==> config.mk <==
export PLATFORM = sky130hd
export DESIGN_NAME = result_packer
export DESIGN_NICKNAME = d
export VERILOG_FILES = /design/src/rtl/ahim_config_pkg.sv /design/src/rtl/result_credit_counter.sv /design/src/rtl/result_packer.sv
export SDC_FILE = /design/constraint.sdc
export NUM_CORES = 1
export LEC_CHECK = 0
export ABC_CLOCK_PERIOD_IN_PS = 2000
export CORE_MARGIN = 2
export CORE_UTILIZATION = 47
export CTS_CLUSTER_DIAMETER = 30
export DETAILED_ROUTE_END_ITERATION = 10
export GPL_ROUTABILITY_DRIVEN = 0
export GPL_TIMING_DRIVEN = 0
export PLACE_DENSITY = 0.85
export SYNTH_ARGS = -nofsm -noshare
export SYNTH_HDL_FRONTEND = slang
export SYNTH_SLANG_ARGS = --single-unit
==> constraint.sdc <==
create_clock -name clk_in -period 2 [get_ports clk_in]
set_input_delay 0.3 -clock clk_in [delete_from_list [all_inputs] [get_ports clk_in]]
set_output_delay 0.3 -clock clk_in [all_outputs]
set_load 0.02 [all_outputs]
==> src/rtl/ahim_config_pkg.sv <==
// Shared AHIM configuration: bus/buffer sizing, packer FSM states and result-word header bit positions.
package ahim_config_pkg;
    localparam int PIO_DATA_WIDTH   = 32;
    localparam int RESULT_RAM_DEPTH = 8;

    typedef enum logic {FILL, PUSH} packer_state_t;

    // Header bit positions inside a result word, also decoded by the HPS driver.
    localparam int RESULT_HDR_LAST_BIT  = PIO_DATA_WIDTH - 1;
    localparam int RESULT_HDR_TRUNC_BIT = PIO_DATA_WIDTH - 2;
endpackage

==> src/rtl/result_credit_counter.sv <==
// Mirrors result-buffer occupancy from push/pop strobes; grants push credit and flags pops on an empty buffer.
import ahim_config_pkg::*;

module result_credit_counter #(
    parameter int DEPTH = RESULT_RAM_DEPTH
) (
    input  logic clk_in,
    input  logic rst_n,
    input  logic clear_buff,
    input  logic push,
    input  logic pop,
    output logic credit,
    output logic packer_error
);
    localparam int OCC_W = $clog2(DEPTH);
    localparam logic [OCC_W-1:0] OCC_LIMIT = OCC_W'(DEPTH - 1);

    logic [OCC_W-1:0] occ_reg;
    logic             error_reg;

    always_ff @(posedge clk_in) begin
        if (!rst_n || clear_buff) begin
            occ_reg   <= '0;
            error_reg <= 1'b0;
        end else if (pop && occ_reg == '0) begin
            // Pop on an empty buffer is a consumer bug: count only the push.
            error_reg <= 1'b1;
            occ_reg   <= occ_reg + OCC_W'(push);
        end else if (push && !pop) begin
            occ_reg <= occ_reg + 1'b1;
        end else if (pop && !push) begin
            occ_reg <= occ_reg - 1'b1;
        end
    end

    assign credit       = occ_reg < OCC_LIMIT;
    assign packer_error = error_reg;
endmodule

==> src/rtl/result_packer.sv <==
// Packs OCR plate characters into header-tagged result words with occupancy-based back-pressure.
// Optional idle-timeout flush when RESULT_PACKER_TIMEOUT_EN is defined.
import ahim_config_pkg::*;

module result_packer #(
    parameter int CHAR_WIDTH      = 8,
    parameter int MAX_PLATE_CHARS = 16,
    parameter int TIMEOUT_CYCLES  = 1024
) (
    input  logic                      clk_in,
    input  logic                      rst_n,
    input  logic                      clear_buff,
    input  logic                      char_valid,
    input  logic [CHAR_WIDTH-1:0]     char_data,
    input  logic                      char_last,
    output logic                      char_ready,
    input  logic                      fifo_pop,
    output logic                      fifo_push,
    output logic [PIO_DATA_WIDTH-1:0] fifo_data,
    output logic                      packer_error
);
    localparam int SLOTS     = PIO_DATA_WIDTH / CHAR_WIDTH - 1;
    localparam int CNT_W     = $clog2(SLOTS + 1);
    localparam int PLATE_W   = $clog2(MAX_PLATE_CHARS + 1);
    localparam int HDR_CNT_W = CHAR_WIDTH - 2;

    packer_state_t             state_reg;
    logic                      run_reg;
    logic [CHAR_WIDTH-1:0]     slot_reg [SLOTS];
    logic [CHAR_WIDTH-1:0]     slot_view [SLOTS];
    logic [CNT_W-1:0]          slot_cnt_reg;
    logic [PLATE_W-1:0]        plate_cnt_reg;
    logic                      trunc_reg;
    logic                      fifo_push_reg;
    logic [PIO_DATA_WIDTH-1:0] fifo_data_reg;
    logic [PIO_DATA_WIDTH-1:0] word_next;
    logic                      credit;

    logic             accept, keep, store, char_close, close, close_last, close_trunc;
    logic             timeout_close;
    logic [CNT_W-1:0] close_cnt;

    assign char_ready = run_reg && (state_reg == FILL) && !clear_buff;

    always_comb begin
        accept      = char_valid && char_ready;
        keep        = plate_cnt_reg < PLATE_W'(MAX_PLATE_CHARS);
        store       = accept && keep;
        close_cnt   = store ? slot_cnt_reg + 1'b1 : slot_cnt_reg;
        char_close  = accept && (char_last || (store && slot_cnt_reg == CNT_W'(SLOTS - 1)));
        close       = char_close || timeout_close;
        close_last  = timeout_close || (accept && char_last);
        close_trunc = timeout_close || (accept && char_last && (trunc_reg || !keep));
    end

    // Word image with the incoming char already dropped into its slot.
    genvar gi;
    generate
        for (gi = 0; gi < SLOTS; gi++) begin : g_slot
            assign slot_view[gi] = (store && slot_cnt_reg == CNT_W'(gi)) ? char_data : slot_reg[gi];
            assign word_next[gi*CHAR_WIDTH +: CHAR_WIDTH] = slot_view[gi];
        end
    endgenerate

    assign word_next[RESULT_HDR_LAST_BIT]                     = close_last;
    assign word_next[RESULT_HDR_TRUNC_BIT]                    = close_trunc;
    assign word_next[RESULT_HDR_TRUNC_BIT-1 -: HDR_CNT_W]     = HDR_CNT_W'(close_cnt);

`ifdef RESULT_PACKER_TIMEOUT_EN
    localparam int TIMER_W = $clog2(TIMEOUT_CYCLES + 1);
    logic [TIMER_W-1:0] timer_reg;
    logic               plate_open;

    assign plate_open    = plate_cnt_reg != '0;
    assign timeout_close = run_reg && (state_reg == FILL) && !clear_buff && plate_open
                           && !accept && (timer_reg == TIMER_W'(TIMEOUT_CYCLES - 1));

    always_ff @(posedge clk_in) begin
        if (!rst_n || clear_buff || accept || !plate_open || state_reg != FILL || timeout_close)
            timer_reg <= '0;
        else
            timer_reg <= timer_reg + 1'b1;
    end
`else
    assign timeout_close = 1'b0;
`endif

    always_ff @(posedge clk_in) begin
        if (!rst_n) begin
            state_reg     <= FILL;
            run_reg       <= 1'b0;
            slot_cnt_reg  <= '0;
            plate_cnt_reg <= '0;
            trunc_reg     <= 1'b0;
            fifo_push_reg <= 1'b0;
            fifo_data_reg <= '0;
            for (int i = 0; i < SLOTS; i++) slot_reg[i] <= '0;
        end else begin
            run_reg <= 1'b1;
            if (clear_buff) begin
                state_reg     <= FILL;
                slot_cnt_reg  <= '0;
                plate_cnt_reg <= '0;
                trunc_reg     <= 1'b0;
                fifo_push_reg <= 1'b0;
                for (int i = 0; i < SLOTS; i++) slot_reg[i] <= '0;
            end else begin
                case (state_reg)
                    FILL: begin
                        if (store)
                            plate_cnt_reg <= plate_cnt_reg + 1'b1;
                        else if (accept)
                            trunc_reg <= 1'b1;
                        if (close) begin
                            // The closed word lives in fifo_data_reg until it is pushed.
                            fifo_data_reg <= word_next;
                            fifo_push_reg <= credit;
                            state_reg     <= PUSH;
                            slot_cnt_reg  <= '0;
                            for (int i = 0; i < SLOTS; i++) slot_reg[i] <= '0;
                            if (close_last) begin
                                plate_cnt_reg <= '0;
                                trunc_reg     <= 1'b0;
                            end
                        end else if (store) begin
                            slot_reg     <= slot_view;
                            slot_cnt_reg <= close_cnt;
                        end
                    end
                    PUSH: begin
                        if (fifo_push_reg) begin
                            fifo_push_reg <= 1'b0;
                            state_reg     <= FILL;
                        end else if (credit) begin
                            fifo_push_reg <= 1'b1;
                        end
                    end
                    default: state_reg <= FILL;
                endcase
            end
        end
    end

    result_credit_counter #(
        .DEPTH(RESULT_RAM_DEPTH)
    ) u_credit (
        .clk_in      (clk_in),
        .rst_n       (rst_n),
        .clear_buff  (clear_buff),
        .push        (fifo_push_reg),
        .pop         (fifo_pop),
        .credit      (credit),
        .packer_error(packer_error)
    );

    assign fifo_push = fifo_push_reg;
    assign fifo_data = fifo_data_reg;
endmodule

==> summary.txt, run 1 <==
Run status
  • Status: finished clean

Job
  • Max Cap Viol: 0

Finish
  • Synth-to-Final Area Change: 28.7%
  • Area of the multi-input gates: 1340 um2
  • Post-layout util: 0.617
  • Layout cells sized above 1: 0.141
  • Max reg flops: 28
  • Total inserted antenna cells: 0
  • FF/Latch Area: 1340 um2
  • FILL cells: 486
  • Number of nets in the layout: 369

Synthesis
  • FF+latch count, synth: 67
  • Sequential area share after synthesis: 0.481
  • Post-synth top area share: 0.481
  • Post-synth EDFFs: 0
  • Ys Warns: 0
  • Cell area after synthesis: 2790 um2
  • Synth Area per Inst: 9.62 um2
  • Most common cell in the netlist: dfxtp_1
  • Dominant synthesized flop cell: dfxtp_1
  • FFs w/ async S/R, synth: 0
  • Post-synth top area cell: dfxtp_1
  • Synth unique cells: 52
  • Top post-synthesis cells by area: dfxtp_1 (48%), nand2_1 (5.4%), a22o_1 (5.0%)
  • Most frequent cells after synthesis: dfxtp_1 (67), nand2_1 (40), o21ai_0 (27)
  • Gate Count Post-Synth: 290

Pwr
  • Maximum vdd ir drop: 0.522 mV
  • P_leak: 0.00133 uW
  • PD cells: 813 nW/um2

Setup path
  • R2R setup slack: 70 ps
  • CP max FO: 10
  • Required time worst endpoint: 2220 ps
  • Worst R2R Path Depth: 7
  • CP Cell Sequence: clkdlybuf4s50_1, and4bb_4, buf_8, nand3_2, buf_2, o21ai_0, a21oi_1
  • Buf/Inv on CP: 3
  • Critical path depth: 7
  • Slowest CP cell: clkdlybuf4s50_1
  • CP endpoint: fifo_data[19]
  • Critical Path Start: clear_buff
  • Worst setup EP type: register
  • Arr. time, crit path: 2160 ps
  • RR Endpoint: u_credit.occ_reg[2]
  • Critical path type: input pin to register
  • Top delay family on crit path: buffers and inverters
  • Worst r2r src: u_credit.occ_reg[0]
  • CP startpoint kind: input pin
  • Worst path max stage delay: 470 ps

Die
  • Die area: 6570 um2
  • Initial Util: 0.480
  • CORE AREA: 5820 um2
  • Die X: 81.0 um
  • Die Ht: 81.0 um
  • I/O pins: 49
  • Row count: 28

Route
  • DR vias: 2323
  • Routed WL per cell: 14.9 um
  • DR iter-0 viols: 118
  • Final ANT Viol Nets: 0
  • Vias per cell: 5.41
  • DRC: 0
  • Pre-antenna DRT Iters: 4
  • Final wirelength: 6390 um

Clock network
  • CTS Sinks: 67
  • CTS Hold Bufs: 0
  • Maximum clock path buffer count: 2
  • CTS tree: built
  • CTS Buf Count: 9
  • Clock Latency Late Sink: 340 ps
  • Clock Pin Slew Worst Setup and Hold Paths: 70 ps
  • H-tree lvl count: 3
  • Clock tree root driver cell: clkbuf_8

Global route
  • Remaining Overflow, GRT: 0
  • Vias in the first global route: 2161
  • First-pass GRT wire length: 10700 um
  • GRT Util Overall: 0.213
  • Largest net degree at the start of global routing: 13
  • Initial antenna violation count: 0

Timing
  • Period minus WS final: 1940 ps
  • Setup Skew: 7.96 ps
  • Part of the cycle the worst path needs: 0.970
  • Final Setup Violations: 0
  • FMAX: 516 MHz
  • Slew @ Worst Pin: 510 ps
  • Final worst setup slack: 60.8 ps
  • Slew Limit Fails: 0
  • Final hold violations: 0
  • Slew HR: 0.659

Placed design
  • PortBufs: 44
  • Setup slack at placement: -588 ps
  • Dpl hpwl: 4290 um

Min path
  • Hold/Removal Path Class: register to register
==> what timing repair did <==
item | 4_1_cts | 5_1_grt
buffers inserted | 1 | 0
gates resized for setup | 2 | 5
endpoints found under the setup margin | 1 | 17
==> layout by cell type, fill, tap and decap left out, types with 3 or more instances in the layout <==
cell and count:
a31oi_1 18, nor2b_1 3, clkbuf_1 4, a21oi_1 17, mux2i_1 12, and2_1 8, nor2_1 12, o21ai_0 27
conb_1 4, buf_2 3, inv_1 5, dfxtp_1 66, clkbuf_8 10, a22o_1 16, buf_4 8, nand2_1 40
clkdlybuf4s50_1 43, ha_1 4
==> worst reg2reg max path, delay by kind of cell (launching register included) <==
| kind | cells | cell delay [ps] |
|---|---|---|
| AO/OA/AOI/OAI | 1 | 210 |
| multiplexers | 1 | 140 |
| adder cells (fa/ha/maj) | 2 | 640 |
| AND/OR/NAND/NOR | 3 | 470 |
| flip-flops | 1 | 360 |
==> power by group <==
| group | internal, uW | switching [uW] |
|---|---|---|
| logic | 125 | 153 |
| clock network | 736 | 524 |
| registers | 1360 | 22.3 |
==> worst min-delay path by stage <==
| stage | to | start | cells past startpoint | slack, ps |
|---|---|---|---|---|
| finish | fifo_data[30] | fifo_data[30] | 2 | 460 |
| global route | slot_reg[7] | slot_reg[7] | 1 | 480 |
| CTS | fifo_data[30] | fifo_data[30] | 2 | 460 |
| detailed placement | slot_reg[1] | slot_reg[1] | 1 | 440 |
| global placement | slot_reg[1] | slot_reg[1] | 1 | 440 |
| floorplan | run_reg | rst_n | 0 | 330 |
==> metrics by stage <==
stage	power, uW	cells	instance area [um2]	hold WS, ps	setup TNS, ps
after CTS	2930	429	3580	463	0
after floorplan	1570	293	2810	328	0
after detailed placement	1680	412	3340	443	-3450
after global placement	1670	412	3340	441	-2940
after global routing	3020	429	3590	480	-33.1
final	2920	429	3590	462	0
==> layer usage <==
layer / up-vias / part of all wire / GRT usage
met5: - / 0 / 0
met4: 0 / 0.015 / 0.0881
met3: 10 / 0.069 / 0.0522
met2: 72 / 0.46 / 0.317
met1: 1090 / 0.46 / 0.295
li1: 1151 / - / -
==> logic make-up (layout without fill, tap and decap cells) <==
family | count (synthesis) | after routing | synth area share
multiplexers | 12 | 12 | 0.0431
AND/OR/NAND/NOR | 88 | 88 | 0.179
XOR/XNOR | 2 | 2 | 0.00628
flip-flops | 67 | 67 | 0.481
adder cells (fa/ha/maj) | 6 | 6 | 0.0296
buffers and inverters | 24 | 85 | 0.0498
other | 1 | 4 | 0.00134
AO/OA/AOI/OAI | 90 | 90 | 0.210
==> cell type report <==
class                      count  area share
sequential                    67       0.374
multi-input combinational    202       0.374
timing repair buffer          45       0.124
clock buffer                  10      0.0384
buffer                        18      0.0328
tap                           75      0.0262
clock inverter                 6      0.0241
inverter                       6     0.00628
Power figures use the tool's default switching activity.
==> run 2: changes to the inputs <==
--- a/config.mk
+++ b/config.mk
@@ -9,6 +9,7 @@
 export CORE_MARGIN = 2
 export CORE_UTILIZATION = 47
 export CTS_CLUSTER_DIAMETER = 30
+export CTS_CLUSTER_SIZE = 12
 export DETAILED_ROUTE_END_ITERATION = 10
 export GPL_ROUTABILITY_DRIVEN = 0
 export GPL_TIMING_DRIVEN = 0
==> results of run 2 <==
The final DEF is identical to that of run 1; final timing and power are the same.
==> run 3: changes to the inputs <==
--- a/config.mk
+++ b/config.mk
@@ -17,3 +17,4 @@
 export SYNTH_ARGS = -nofsm -noshare
 export SYNTH_HDL_FRONTEND = slang
 export SYNTH_SLANG_ARGS = --single-unit
+export TNS_END_PERCENT = 50
==> results of run 3 <==
The final DEF is identical to that of run 1; final timing and power are the same.
